==> src/rtl/binary_tree_pkg.sv <==
// binary_tree_pkg: shared types and helpers for the
// mixer-tree dispense controller.
package binary_tree_pkg;

  localparam int NUM_TREES_DEF = 8;
  localparam int LEAVES_DEF    = 4;
  localparam int TREE_W        = $clog2(NUM_TREES_DEF);
  localparam int MAX_LEAVES    = 16;
  localparam int LEAF_W        = $clog2(MAX_LEAVES);

  typedef enum logic [2:0] {
    S_IDLE,
    S_DISPENSE,
    S_MIX,
    S_DRAIN,
    S_DONE
  } state_e;

  typedef struct packed {
    logic              found;
    logic              last;
    logic [LEAF_W-1:0] idx;
  } leaf_sel_t;

  // Lowest set bit at or above cur; last = nothing set beyond it.
  function automatic leaf_sel_t next_set_bit(
    input logic [MAX_LEAVES-1:0] mask,
    input logic [LEAF_W:0]       cur
  );
    leaf_sel_t r;
    r      = '0;
    r.last = 1'b1;
    for (int i = 0; i < MAX_LEAVES; i++) begin
      if (mask[i] && (i >= int'(cur))) begin
        if (!r.found) begin
          r.found = 1'b1;
          r.idx   = LEAF_W'(i);
        end else begin
          r.last = 1'b0;
        end
      end
    end
    return r;
  endfunction

endpackage

==> src/rtl/binary_tree_dispense_ctrl_timer.sv <==
// dispense_timer: loadable down-counter with zero flag,
// shared by the dispense, mix and drain phases.
module dispense_timer #(
  parameter int W = 6
) (
  input  logic         clk,
  input  logic         rst_n,
  input  logic         load_i,
  input  logic [W-1:0] val_i,
  output logic         zero_o
);

  logic [W-1:0] cnt_q, cnt_d;

  always_comb begin
    cnt_d = cnt_q;
    if (load_i) begin
      cnt_d = val_i;
    end else if (cnt_q != '0) begin
      cnt_d = cnt_q - W'(1);
    end
  end

  always_ff @(posedge clk or negedge rst_n) begin
    if (!rst_n) begin
      cnt_q <= '0;
    end else begin
      cnt_q <= cnt_d;
    end
  end

  assign zero_o = (cnt_q == '0);

endmodule

==> src/rtl/binary_tree_dispense_ctrl.sv <==
// binary_tree_dispense_ctrl: sequences inlet, mix and drain
// valves of one mixer tree per accepted command.
module binary_tree_dispense_ctrl
  import binary_tree_pkg::*;
#(
  parameter int NUM_TREES       = NUM_TREES_DEF,
  parameter int LEAVES          = LEAVES_DEF,
  parameter int DISPENSE_CYCLES = 16,
  parameter int MIX_CYCLES      = 64,
  parameter int DRAIN_CYCLES    = 8,
  localparam int TW = (NUM_TREES > 1) ? $clog2(NUM_TREES) : 1
) (
  input  logic                        clk,
  input  logic                        rst_n,
  input  logic                        cmd_valid,
  output logic                        cmd_ready,
  input  logic [TW-1:0]               cmd_tree,
  input  logic [LEAVES-1:0]           cmd_mask,
  input  logic                        abort,
  output logic [NUM_TREES*LEAVES-1:0] valve_in,
  output logic [NUM_TREES-1:0]        valve_out,
  output logic                        busy,
  output logic                        done,
  output logic                        err
);

  localparam int MAXDM = (DISPENSE_CYCLES > MIX_CYCLES) ?
                         DISPENSE_CYCLES : MIX_CYCLES;
  localparam int MAXC  = (MAXDM > DRAIN_CYCLES) ?
                         MAXDM : DRAIN_CYCLES;
  localparam int CW    = (MAXC > 1) ? $clog2(MAXC) : 1;
  localparam int VW    = NUM_TREES * LEAVES;

  state_e               state_q, state_d;
  logic [TW-1:0]        tree_q, tree_d;
  logic [LEAVES-1:0]    mask_q, mask_d;
  logic [LEAF_W-1:0]    leaf_q, leaf_d;
  logic                 last_q, last_d;
  logic [VW-1:0]        vin_q, vin_d;
  logic [NUM_TREES-1:0] vout_q, vout_d;
  logic                 done_q, done_d;
  logic                 err_q, err_d;
  logic                 ld;
  logic [CW-1:0]        ld_val;
  logic                 tmr_zero;
  logic                 reject;
  leaf_sel_t            sel0, seln;

  dispense_timer #(.W(CW)) u_timer (
    .clk    (clk),
    .rst_n  (rst_n),
    .load_i (ld),
    .val_i  (ld_val),
    .zero_o (tmr_zero)
  );

  always_comb begin
    state_d = state_q;
    tree_d  = tree_q;
    mask_d  = mask_q;
    leaf_d  = leaf_q;
    last_d  = last_q;
    done_d  = 1'b0;
    err_d   = 1'b0;
    ld      = 1'b0;
    ld_val  = '0;
    sel0    = next_set_bit(MAX_LEAVES'(cmd_mask), '0);
    seln    = next_set_bit(MAX_LEAVES'(mask_q),
                {1'b0, leaf_q} + (LEAF_W+1)'(1));
    reject  = !sel0.found || (int'(cmd_tree) >= NUM_TREES);

    unique case (state_q)
      S_IDLE: begin
        if (cmd_valid && reject) begin
          err_d = 1'b1;
        end else if (cmd_valid) begin
          state_d = S_DISPENSE;
          tree_d  = cmd_tree;
          mask_d  = cmd_mask;
          leaf_d  = sel0.idx;
          last_d  = sel0.last;
          ld      = 1'b1;
          ld_val  = CW'(DISPENSE_CYCLES - 1);
        end
      end
      S_DISPENSE: begin
        if (tmr_zero && (last_q || !seln.found)) begin
          state_d = S_MIX;
          ld      = 1'b1;
          ld_val  = CW'(MIX_CYCLES - 1);
        end else if (tmr_zero) begin
          leaf_d = seln.idx;
          last_d = seln.last;
          ld     = 1'b1;
          ld_val = CW'(DISPENSE_CYCLES - 1);
        end
      end
      S_MIX: begin
        if (tmr_zero) begin
          state_d = S_DRAIN;
          ld      = 1'b1;
          ld_val  = CW'(DRAIN_CYCLES - 1);
        end
      end
      S_DRAIN: begin
        if (tmr_zero) begin
          state_d = S_DONE;
          done_d  = 1'b1;
        end
      end
      S_DONE:  state_d = S_IDLE;
      default: state_d = S_IDLE;
    endcase

    // Abort wins over any phase expiry in the same cycle.
    if (abort && (state_q != S_IDLE)) begin
      state_d = S_IDLE;
      done_d  = 1'b0;
      ld      = 1'b0;
    end

    vin_d  = '0;
    vout_d = '0;
    if (state_d == S_DISPENSE) begin
      vin_d = VW'(1) << (int'(tree_d) * LEAVES + int'(leaf_d));
    end
    if (state_d == S_DRAIN) begin
      vout_d = NUM_TREES'(1) << tree_d;
    end
  end

  always_ff @(posedge clk or negedge rst_n) begin
    if (!rst_n) begin
      state_q <= S_IDLE;
      tree_q  <= '0;
      mask_q  <= '0;
      leaf_q  <= '0;
      last_q  <= 1'b0;
      vin_q   <= '0;
      vout_q  <= '0;
      done_q  <= 1'b0;
      err_q   <= 1'b0;
    end else begin
      state_q <= state_d;
      tree_q  <= tree_d;
      mask_q  <= mask_d;
      leaf_q  <= leaf_d;
      last_q  <= last_d;
      vin_q   <= vin_d;
      vout_q  <= vout_d;
      done_q  <= done_d;
      err_q   <= err_d;
    end
  end

  assign cmd_ready = (state_q == S_IDLE);
  assign busy      = (state_q != S_IDLE);
  assign valve_in  = vin_q;
  assign valve_out = vout_q;
  assign done      = done_q;
  assign err       = err_q;

endmodule

==> config.mk <==
export PLATFORM = sky130hd
export DESIGN_NAME = binary_tree_dispense_ctrl
export DESIGN_NICKNAME = d
export VERILOG_FILES = /design/src/rtl/binary_tree_pkg.sv /design/src/rtl/binary_tree_dispense_ctrl_timer.sv /design/src/rtl/binary_tree_dispense_ctrl.sv
export SDC_FILE = /design/constraint.sdc
export NUM_CORES = 1
export LEC_CHECK = 0
export CORE_MARGIN = 2
export CORE_UTILIZATION = 58
export CTS_BUF_LIST = sky130_fd_sc_hd__clkbuf_4 sky130_fd_sc_hd__clkbuf_8
export DETAILED_ROUTE_END_ITERATION = 10
export PLACE_DENSITY = 0.95
export SYNTH_ARGS = -nofsm -noshare
export SYNTH_HDL_FRONTEND = slang
export SYNTH_SLANG_ARGS = --single-unit
==> constraint.sdc <==
create_clock -name clk -period 10.8 [get_ports clk]
set_clock_uncertainty 0.2 [all_clocks]
set_input_delay 1.62 -clock clk [delete_from_list [all_inputs] [get_ports clk]]
set_output_delay 1.62 -clock clk [all_outputs]
set_load 0.005 [all_outputs]
# Word level (Yosys, flattened, before mapping)

Index checks and enable logic that the tools add are counted.

Register bits after elaboration: 63
Output and inout port bits: 44
Input port bits: 11

Add/subtract/negate cells: 3
Shifts and indexed selects: 2
Eq/ne operators: 9
Reductions and logical operators: 18
Bitwise operators: 1
Magnitude comparators: 4
Muxes and demuxes: 60

Operators with widths:

| kind                 | count |
|---|---|
| $mux 6               | 11 |
| $mux 4               | 13 |
| $mux 32              | 1 |
| $shl 1x6->32 const A | 1 |
| $mux 3               | 10 |
| $mux 1               | 19 |
| $pmux 6 s3           | 1 |
| $pmux 3 s4           | 1 |
| $ge 1x5->1 const A   | 2 |
| $ge 2x5->1 const A   | 2 |
| $eq 3x2->1 const B   | 3 |
| $mux 8               | 1 |
| $ne 2x2->1 const B   | 4 |
| $pmux 4 s2           | 1 |
| $shl 1x3->8 const A  | 1 |
| $logic_and 1x1->1    | 7 |
| $add 5x4->6          | 1 |
| $eq 3x1->1 const B   | 2 |
| $logic_not 6->1      | 1 |
| $reduce_bool 6->1    | 1 |
| $sub 6x1->6 const B  | 1 |
| $add 4x1->5 const B  | 1 |
| $reduce_and 5->1     | 1 |
| $reduce_bool 2->1    | 2 |
| 8 further kinds      | 9 |

# Logic depth before layout (Yosys ltp)

Word-level depth: 18
Gate-level depth with buffers: 13

# Modules after synthesis

Synthesis repeated with hierarchy kept, for this count alone.

Cell total of the unflattened synthesis: 307
Area, all modules: 3188.1 sq um

Modules (own cells, without submodules):

| module                    | instances | sequential area each (sq um) | area each (sq um) | cells an instance |
|---|---|---|---|---|
| binary_tree_dispense_ctrl | 1         | 1426.4                       | 2787.7            | 267 |
| dispense_timer            | 1         | 150.1                        | 400.4             | 40 |

# Worst setup path before layout

No wires, ideal clock.

Kind: input to register
Start: input port cmd_mask[3]
End: register vin_q[27] (netlist: valve_in[27])
Path buffers: 1
Cell stages on the path: 12
Path slack: 6.147 ns
Data required time: 10.528 ns
Data arrival time: 4.382 ns
Cells stage by stage: or4_4 > and2_4 > buf_6 > mux2i_1 > inv_1 > ha_1 > inv_1 > fa_1 > inv_1 > o2111a_1 > or4b_4 > nor2_1

Longest elaborated chain between the ends: 8
Elaborated cells between the ends (all ways): 15

Ends and longest elaborated chain:

| element                | RTL line                         | text |
|---|---|---|
| start: declaration     | binary_tree_dispense_ctrl.sv:18  | `input logic [LEAVES-1:0] cmd_mask,` |
| $mux 6                 | binary_tree_pkg.sv:34            | `if (mask[i] && (i >= int'(cur))) begin` |
| $logic_not 1->1        | binary_tree_dispense_ctrl.sv:70  | `reject = !sel0.found \|\| (int'(cmd_tree) >= NUM_TREES);` |
| $logic_and 1x1->1      | binary_tree_dispense_ctrl.sv:74  | `if (cmd_valid && reject) begin` |
| $mux 3                 | binary_tree_dispense_ctrl.sv:74  |  |
| $mux 3                 | binary_tree_dispense_ctrl.sv:72  | `unique case (state_q)` |
| via tree_d[0]          | binary_tree_dispense_ctrl.sv:35  | `logic [TW-1:0] tree_q, tree_d;` |
| $add 5x4->6            | binary_tree_dispense_ctrl.sv:125 | `vin_d = VW'(1) << (int'(tree_d) * LEAVES + int'(leaf_d));` |
| $shl 1x6->32           | binary_tree_dispense_ctrl.sv:125 |  |
| $mux 32                | binary_tree_dispense_ctrl.sv:124 | `if (state_d == S_DISPENSE) begin` |
| via vin_d[27]          | binary_tree_dispense_ctrl.sv:39  | `logic [VW-1:0] vin_q, vin_d;` |
| end signal: assignment | binary_tree_dispense_ctrl.sv:149 | `vin_q <= vin_d;` |
| end: declaration       | binary_tree_dispense_ctrl.sv:39  |  |

The timed path passes the listed nets, and every way through them passes these cells.
A chain may end at the register's enable or synchronous reset.

# Worst setup path after layout

Start: input port cmd_mask[3]
End: register vin_q[1] (netlist: valve_in[1])

The elaborated chain is that of the path after synthesis.

==> flow_metrics.env <==
export IMPL_status="finished clean"
export IMPL_drive_above_1_share=0.116
export IMPL_routed_wl_um=6170
export IMPL_fin_cells=395
export IMPL_arrival_ns=5.11
export IMPL_synth_top_cell_area_share=0.553
export IMPL_fmax_ghz=0.197
export IMPL_syn_cell_area_mm2=0.00285
export IMPL_port_buffers=54
export IMPL_drt_iter0_markers=136
export IMPL_syn_avg_cell_area_um2=10.8
export IMPL_fin_nets=342
export IMPL_p_switching_uw=336
export IMPL_power_share_switching=0.398
export IMPL_antenna_found_initial=0
export IMPL_ir_drop_mv=0.195
export IMPL_crit_required_ns=10.85
export IMPL_fin_crit_ns=5.06
export IMPL_insertion_delay_ns=0.34
export IMPL_boundaryPins=55
export IMPL_setup_violations=0
export IMPL_grt_max_degree=64
export IMPL_maxCapViolCount=0
export IMPL_grt_pass1_wl_um=9830
export IMPL_seq_area_frac_synth=0.553
export IMPL_ys_ff_latch=63
export IMPL_drv_slew=0
export IMPL_synth_most_common_cell="dfrtp_1"
export IMPL_syn_to_final_growth_pct=26.6
export IMPL_power_leakage_nw=1.63
export IMPL_row_count=25
export IMPL_ant_nets=0
export IMPL_finalHoldViolations=0
export IMPL_cts_root_buf="clkbuf_8"
export IMPL_syn_num_nets=283
export IMPL_worst_pin_slew_ns=0.810
export IMPL_viasPerCell=5.57
export IMPL_grtUsageTotal=0.244
export IMPL_min_period_over_period=0.469
export IMPL_clk_pin_slew_ns=0.07
export IMPL_p_seq_frac=0.387
export IMPL_fp_dieH_um=74.1
export IMPL_yosysTopAreaCell="dfrtp_1"
export IMPL_cts_path_max_buffers=2
export IMPL_intPower_uw=509
export IMPL_clkPwrFrac=0.208
export IMPL_cts_setup_buffers=0
export IMPL_synth_edff_count=0
export IMPL_combPwrFrac=0.405
export IMPL_die_w_um=74.1
export IMPL_hold_buffers=0
export IMPL_synth_ff_type="dfrtp_1"
export IMPL_cts_made_buffers=9
export IMPL_setup_tns_ns=0
export IMPL_synth_async_sr_flop_share=1.00
export IMPL_crit_fanout=7
export IMPL_place_gp_congestion=0.883
export IMPL_power_density_mw_per_mm2=234
export IMPL_ctsResizeCount=0
export IMPL_synth_area_leaders="dfrtp_1, nor2_1, nand2_1, ha_1, or4_4"
export IMPL_yosys_cell_types_count=59
export IMPL_remaining_drc_errors=0
export IMPL_yosys_top_cells_count="dfrtp_1, nor2_1, nand2_1"
export IMPL_crit_path_end_kind="register"
export IMPL_relSlewSlack=0.458
export IMPL_hp_class="reg2reg"
export IMPL_ys_warn_count=0
export IMPL_cts_tree="built"
export IMPL_placedCellCount=379
export IMPL_grt_pass1_vias=2113
export IMPL_core_mm2=0.00472
export IMPL_dieArea_mm2=0.00549
export IMPL_num_antenna_cells=0
export IMPL_vias=2199
export IMPL_cts_sinks=63
export IMPL_critPathKind="in2reg"
export IMPL_htree_levels=3
export IMPL_overflow=0
export IMPL_wl_per_cell_um=15.6
export IMPL_start_kind="input port"
export IMPL_start_util=0.603
export IMPL_rsz0062_at_grt="no"
export IMPL_dr_pass1_iters=5
export IMPL_syn_inst=264
export IMPL_dp_hpwl_um=4200
final cells by class:
class                           count  area [µm²]
Fill cell                         291        1120
Inverter                           14        52.6
Clock inverter                      7        50.0
Multi-Input combinational cell    180        1180
Tap cell                           67        83.8
Clock buffer                        9         124
Sequential cell                    63        1580
Timing Repair Buffer               55         543
metal layers:
layer | up-vias | track usage | wire (µm)
li1 | 1046 | - | -
met1 | 1064 | 0.302 | 2650
met2 | 76 | 0.405 | 3070
met3 | 13 | 0.0718 | 293
met4 | 0 | 0.101 | 150
met5 | - | 0 | 0
worst paths after layout:
path / from / end / slack, ns / cells past startpoint
max in group asynchronous: rst_n / valve_in[22] / 8.66 / 2
max reg2reg: leaf_q[0] / valve_in[31] / 6.74 / 12
min: last_q / last_q / 0.29 / 2
min in group asynchronous: rst_n / u_timer.cnt_q[2] / 1.22 / 2
min reg2reg: last_q / last_q / 0.29 / 2
max: cmd_mask[3] / valve_in[1] / 5.74 / 10
stage by stage:
stage / hold WS (ns) / power, mW / setup WS [ns] / area, µm² / util
6_report: 0.295 / 0.845 / 5.74 / 3610 / 0.763
3_5_place_dp: 0.275 / 0.664 / 5.46 / 3430 / 0.727
2_1_floorplan: 0.250 / 0.560 / 6.15 / 2850 / -
3_3_place_gp: 0.271 / 0.646 / 5.55 / 3430 / 0.727
5_1_grt: 0.313 / 0.901 / 5.58 / 3610 / 0.763
4_1_cts: 0.296 / 0.844 / 5.79 / 3610 / 0.763
logic make-up (layout without fill, tap and decap cells):
logic type | Yosys count | in the layout | synth area share
AO/OA/AOI/OAI | 41 | 41 | 0.101
XOR/XNOR | 7 | 7 | 0.0242
adder cells (fa/ha/maj) | 9 | 9 | 0.0413
buffers and inverters | 21 | 85 | 0.0338
flip-flops | 63 | 63 | 0.553
multiplexers | 4 | 4 | 0.0154
AND/OR/NAND/NOR | 119 | 119 | 0.231
power groups by stage:
stage	sequential (mW)	combinational, mW	clock (mW)
6_report	0.327	0.342	0.176
5_1_grt	0.333	0.378	0.190
4_1_cts	0.325	0.339	0.179
3_5_place_dp	0.329	0.335	0
3_3_place_gp	0.327	0.319	0
2_1_floorplan	0.315	0.245	0
registers in the layout (all words and copies together) (netlist names), 3 cells and up:
| name | count |
|---|---|
| valve_in | 32 |
| u_timer.cnt_q | 6 |
| valve_out | 8 |
| leaf_q | 4 |
| state_q | 3 |
| mask_q | 4 |
| tree_q | 3 |
placed cells by master, fill, tap and decap left out, drive strengths merged, types with 2 or more instances in the layout:
cell / Yosys / routed
a21o: 2 / 2
nor2b: 2 / 2
clkinv: 0 / 4
clkdlybuf4s50: 0 / 53
o31ai: 2 / 2
and2: 5 / 5
or4b: 3 / 3
buf: 4 / 2
nor2: 41 / 41
clkinvlp: 0 / 3
xnor2: 6 / 6
o21ai: 8 / 8
inv: 14 / 14
nand2: 24 / 24
dfrtp: 63 / 63
nand3: 5 / 5
mux2i: 4 / 4
and3: 4 / 4
or2: 2 / 2
a22o: 2 / 2
nor3: 5 / 5
nand3b: 3 / 3
or3: 3 / 3
o21a: 2 / 2
nor4: 7 / 7
o2111ai: 4 / 4
clkbuf: 3 / 9
nor4b: 3 / 3
o211ai: 2 / 2
or4: 7 / 7
ha: 7 / 7
a21oi: 10 / 10
worst max-delay path: stages:
cell	delay [ns]
clkdlybuf4s50_1	0.48
or4_4	0.58
and2_4	0.19
mux2i_1	0.49
inv_1	0.20
ha_1	0.33
a21oi_1	0.31
o2111ai_1	0.17
or4_1	0.53
nor2_1	0.20
(Power assumes the default switching activity.)
==> RTL change 1: new RTL, same flow settings <==
Register the output `err` once more, with the module's reset; this adds one clock of latency there. The other outputs are not delayed to match.
--- a/src/rtl/binary_tree_dispense_ctrl.sv
+++ b/src/rtl/binary_tree_dispense_ctrl.sv
@@ -160,3 +160,9 @@
   assign done      = done_q;
-  assign err       = err_q;
+  always_ff @(posedge clk or negedge rst_n) begin
+    if (!rst_n) begin
+      err <= '0;
+    end else begin
+      err <= err_q;
+    end
+  end
 
Formal check against the unedited RTL: not equivalent (Yosys sat finds a counterexample within 4 cycles, from zero or initial values and one cycle with rst_n low).
==> RTL change 1 against the unedited design <==
Cell area rose by 2.3%; global-route usage rose by 0.65 points; routed wire length increased by 2.7%; total power is 7.0% higher; setup slack gained 2.6 ps; area after synthesis up 0.88%; largest cell class unchanged; die area grew 0.84%; sequential cell count up 1.
==> RTL change 1: results (changes against the unedited design) <==
sta:
  worst_pin_slew_ps: 806.9  # -2.660 ps
synthesis:
  synth_commonest_cells: "64 x dfrtp_1, 41 x nor2_1, 24 x nand2_1"
  synthCells: 265  # +0.38%
  synthMuxAreaShare_pct: 1.524  # -0.013 points
  seq_area_frac_synth_pct: 55.72  # +0.39 points
  synthAdderAreaFrac_pct: 4.092  # -0.036 points
  synth_area_leaders: "dfrtp_1 56%, nor2_1 5.4%, nand2_1 3.1%"
  synth_xor_area_share_pct: 2.394  # -0.021 points
  async_flop_share_pct: 100.0  # unchanged
  yosysWarnings: 0  # unchanged
  syn_nets: 284  # +0.35%
  synth_compound_area_share_pct: 10.01  # -0.088 points
  yosysUniqueCellTypes: 59  # unchanged
detailed_routing:
  topRoutingLayerUsed: "met4"
  route.met3.wl_um: 318  # +8.5%
  dr_wl_met2_mm: 3.164  # +3.2%
  wl_met1_mm: 2.698  # +1.7%
  vias_per_cell: 5.679  # +2.0%
  dr.pass1.iters: 4  # -1
  dr_total_vias: 2249  # +2.3%
  drtIter0Drc: 244  # +79%
  routedWlPerCell_um: 15.99  # +2.5%
power_and_ir_drop:
  internal-power_mw: 0.5671  # +11%
  leakage_nw: 1.671  # +2.5%
  comb_power_share_pct: 37.9  # -2.6 points
  clk-power_mw: 0.232  # +32%
  peakVddDrop_mv: 0.1736  # -11%
  clock_power_share_pct: 25.6  # +4.8 points
global_routing:
  grt_pass1_wl_mm: 10.10  # +2.8%
  grtUsageTotal_pct: 25.09  # +0.65 points
  antenna_found_initial: 0  # unchanged
  grt_util_met1_pct: 31.77  # +1.5 points
  met2_usage_pct: 39.82  # -0.65 points
  grt_max_degree: 65  # +1.6%
clocking:
  path_clk_slew_ps: 70  # about the same
  cts_resized: 0  # unchanged
  numCtsBuffers: 9  # unchanged
  postCtsSetupRepairBufs: 0  # unchanged
  root_buffer: "clkbuf_8"
  ctsHtreeMaxLevel: 3  # unchanged
  cts_max_path_buffers: 2  # unchanged
placed_design:
  dp_slack_ps: 5430  # -28.49 ps
  placed_area_um2: 3457  # +0.73%
  dpl.cell_count: 380  # +0.26%
  place.gp.congestion: 0.8480  # -4.0%
  place_hpwl_mm: 4.388  # +4.4%
finish:
  fillers: 306  # +5.2%
  drive_above_1_share_pct: 11.55  # -0.035 points
  fin_nets: 343  # +0.29%
run_status:
  outcome: "finished clean"
worst_setup_path:
  critPathTopFamily: "simple AND/OR/NAND/NOR gates"
  critPathMaxFanout: 7  # unchanged
  slowest_stage: "or4_4"
  cp_slowest_stage_delay_ps: 570
==> RTL change 1: path summary, 6_finish.rpt <==
kind,startpoint,endpoint,slack [ps],cells past startpoint
setup / recovery,cmd_mask[0],valve_in[1]$_DFF_PN0_,5740,10
hold / removal,err_q$_DFF_PN0_,err$_DFF_PN0_,160,0
setup reg to reg,leaf_q[0]$_DFF_PN0_,valve_in[14]$_DFF_PN0_,6810,12
hold reg to reg,err_q$_DFF_PN0_,err$_DFF_PN0_,160,0
max in group asynchronous,rst_n,err$_DFF_PN0_,8650,2
min in group asynchronous,rst_n,u_timer.cnt_q[0]$_DFFE_PN0P_,1220,2
==> RTL change 1: layout make-up <==
class	count	area, um^2	share of cell area, %
Timing Repair Buffer	55	543.0	14.73
Sequential cell	64	1602	43.43
Clock buffer	10	137.6	3.733
Clock inverter	6	92.59	2.511
Inverter	14	52.55	1.425
Multi-Input combinational cell	180	1176	31.90
Tap cell	67	83.83	2.273
==> RTL change 2: new RTL, config.mk and constraints unchanged <==
Without the edit above. Change the parameter `DRAIN_CYCLES` from 8 to 16.
--- a/src/rtl/binary_tree_dispense_ctrl.sv
+++ b/src/rtl/binary_tree_dispense_ctrl.sv
@@ -9,3 +9,3 @@
   parameter int MIX_CYCLES      = 64,
-  parameter int DRAIN_CYCLES    = 8,
+  parameter int DRAIN_CYCLES    = 16,
   localparam int TW = (NUM_TREES > 1) ? $clog2(NUM_TREES) : 1
Function: same outputs for any inputs over 4 cycles, from zero or initial values and one cycle with rst_n low; that may be too few to reach the edited logic, so the function may still have changed.
==> RTL change 2 against the unedited design <==
Area after synthesis increased by 3.1%; sequential cell count unchanged; setup slack got worse by 470 ps; hold slack improved by 24 ps; routed wire length increased by 2.3%; cell area increased by 2.6%; via count increased by 5.2%; non-clock buffer count unchanged; total power increased by 0.55%; largest cell class unchanged.
==> RTL change 2: results (changes against the unedited design) <==
placed_design:
  dpl.cell_count: 403  # +6.3%
  dp_slack_ps: 4858  # -600.5 ps
  place.gp.congestion: 0.9485  # +7.4%
  placed_area_um2: 3503  # +2.1%
  place_hpwl_mm: 4.526  # +7.7%
finish:
  area_growth_syn_to_layout_pct: 25.99
  fin_area_um2: 3700  # +2.6%
  multi_input_cells: 208  # +16%
  seq_share_pct: 42.61  # -1.1 points
  fillers: 331  # +14%
  clockNetworkAreaShare_pct: 5.309  # +0.49 points
  finalNonFillerCells: 419  # +6.1%
  inverters_excl_clock: 10  # -4
  multi_input_area_um2: 1262  # +7.3%
  buf_share_pct: 14.68  # -0.38 points
  fin_nets: 366  # +7.0%
  nClkBuffers: 9  # unchanged
  drive_above_1_share_pct: 8.807  # -2.8 points
global_routing:
  grt_pass1_vias: 2221  # +5.1%
  met2_usage_pct: 39.77  # -0.71 points
  grt_util_met1_pct: 31.45  # +1.2 points
  grt_max_degree: 64  # unchanged
  met3_usage_pct: 8.166  # +0.98 points
  grtUsageTotal_pct: 24.79  # +0.35 points
  grt_pass1_wl_mm: 10.27  # +4.6%
detailed_routing:
  dr_wl_met2_mm: 3.194  # +4.2%
  route.met3.wl_um: 362  # +24%
  dr_total_vias: 2314  # +5.2%
  wl_met1_mm: 2.644  # -0.38%
  drt_wl_total_mm: 6.309  # +2.3%
  drtIter0Drc: 161  # +18%
  topRoutingLayerUsed: "met4"
  dr.pass1.iters: 4  # -1
power_and_ir_drop:
  leakage_nw: 1.625  # -0.27%
  netSwitchingFraction_pct: 39.03  # -0.75 points
  peakVddDrop_mv: 0.1909  # -2.1%
synthesis:
  yosysUniqueCellTypes: 56  # -5.1%
  synthFlopType: "dfrtp_1"
  synthCells: 289  # +9.5%
  syn_nets: 308  # +8.8%
  synth_commonest_cells: "63 x dfrtp_1, 52 x nor2_1, 23 x nand2_1"
  seq_area_frac_synth_pct: 53.69  # -1.7 points
  yosysWarnings: 0  # unchanged
  synth_area_leaders: "dfrtp_1 54%, nor2_1 6.6%, ha_1 3.0%"
sta:
  worst_pin_slew_ps: 950.6  # +141.0 ps
  holdWs_ps: 318.8  # +23.84 ps
  setup_slack_ps: 5262  # -474.6 ps
hold_path:
  hp-start: "u_timer.cnt_q[1]$_DFFE_PN0P_"
  worstHoldEndpoint: "u_timer.cnt_q[1]$_DFFE_PN0P_"
worst_setup_path:
  cp_data_arrival_time_ps: 5600  # +490 ps
  r2r_setup_slack_ps: 6480  # -260 ps
  reg2reg_depth: 15  # +3
  critPathMaxFanout: 11  # +4
  slowest_stage: "or4_1"
  crit_end: "valve_in[30]$_DFF_PN0_"
  cp-startpoint: "cmd_mask[0]"
  cp_slowest_stage_delay_ps: 660  # +80 ps
run_status:
  outcome: "finished clean"
RTL change 2: changes by cell type in the layout (fill, tap and decap cells not counted), sizes merged, moves of 3 or more:
cell	change
nand3	+13
a21boi	+4
nor3	+12
and3	-4
inv	-3
o2111ai	-4
nor2	+11
or4	-6
nor4	-3
xnor2	-4
nand2b	+9
RTL change 2: logic make-up (layout without fill, tap and decap cells):
logic type	Yosys count	in the layout	share of synthesized area [%]
simple gates	152	152	27.23
flops	63	63	53.69
compound gates	42	42	10.14
buf+inv	18	81	3.323
fa+ha+maj	9	9	4.005
mux	3	3	1.023
xor+xnor	2	2	0.5966
RTL change 2: worst min-delay path: cells and delay by family, from the launching register on:
family / cells / cell delay, ps
compound gates: 1 / 70
simple gates: 1 / 60
flops: 1 / 360
RTL change 2: power by group through the flow:
stage	logic, mW	registers (mW)	clock network, mW
floorplan	0.237	0.310	0
global placement	0.309	0.321	0
detailed placement	0.322	0.323	0
CTS	0.326	0.318	0.202
global route	0.364	0.324	0.216
finish	0.329	0.319	0.201
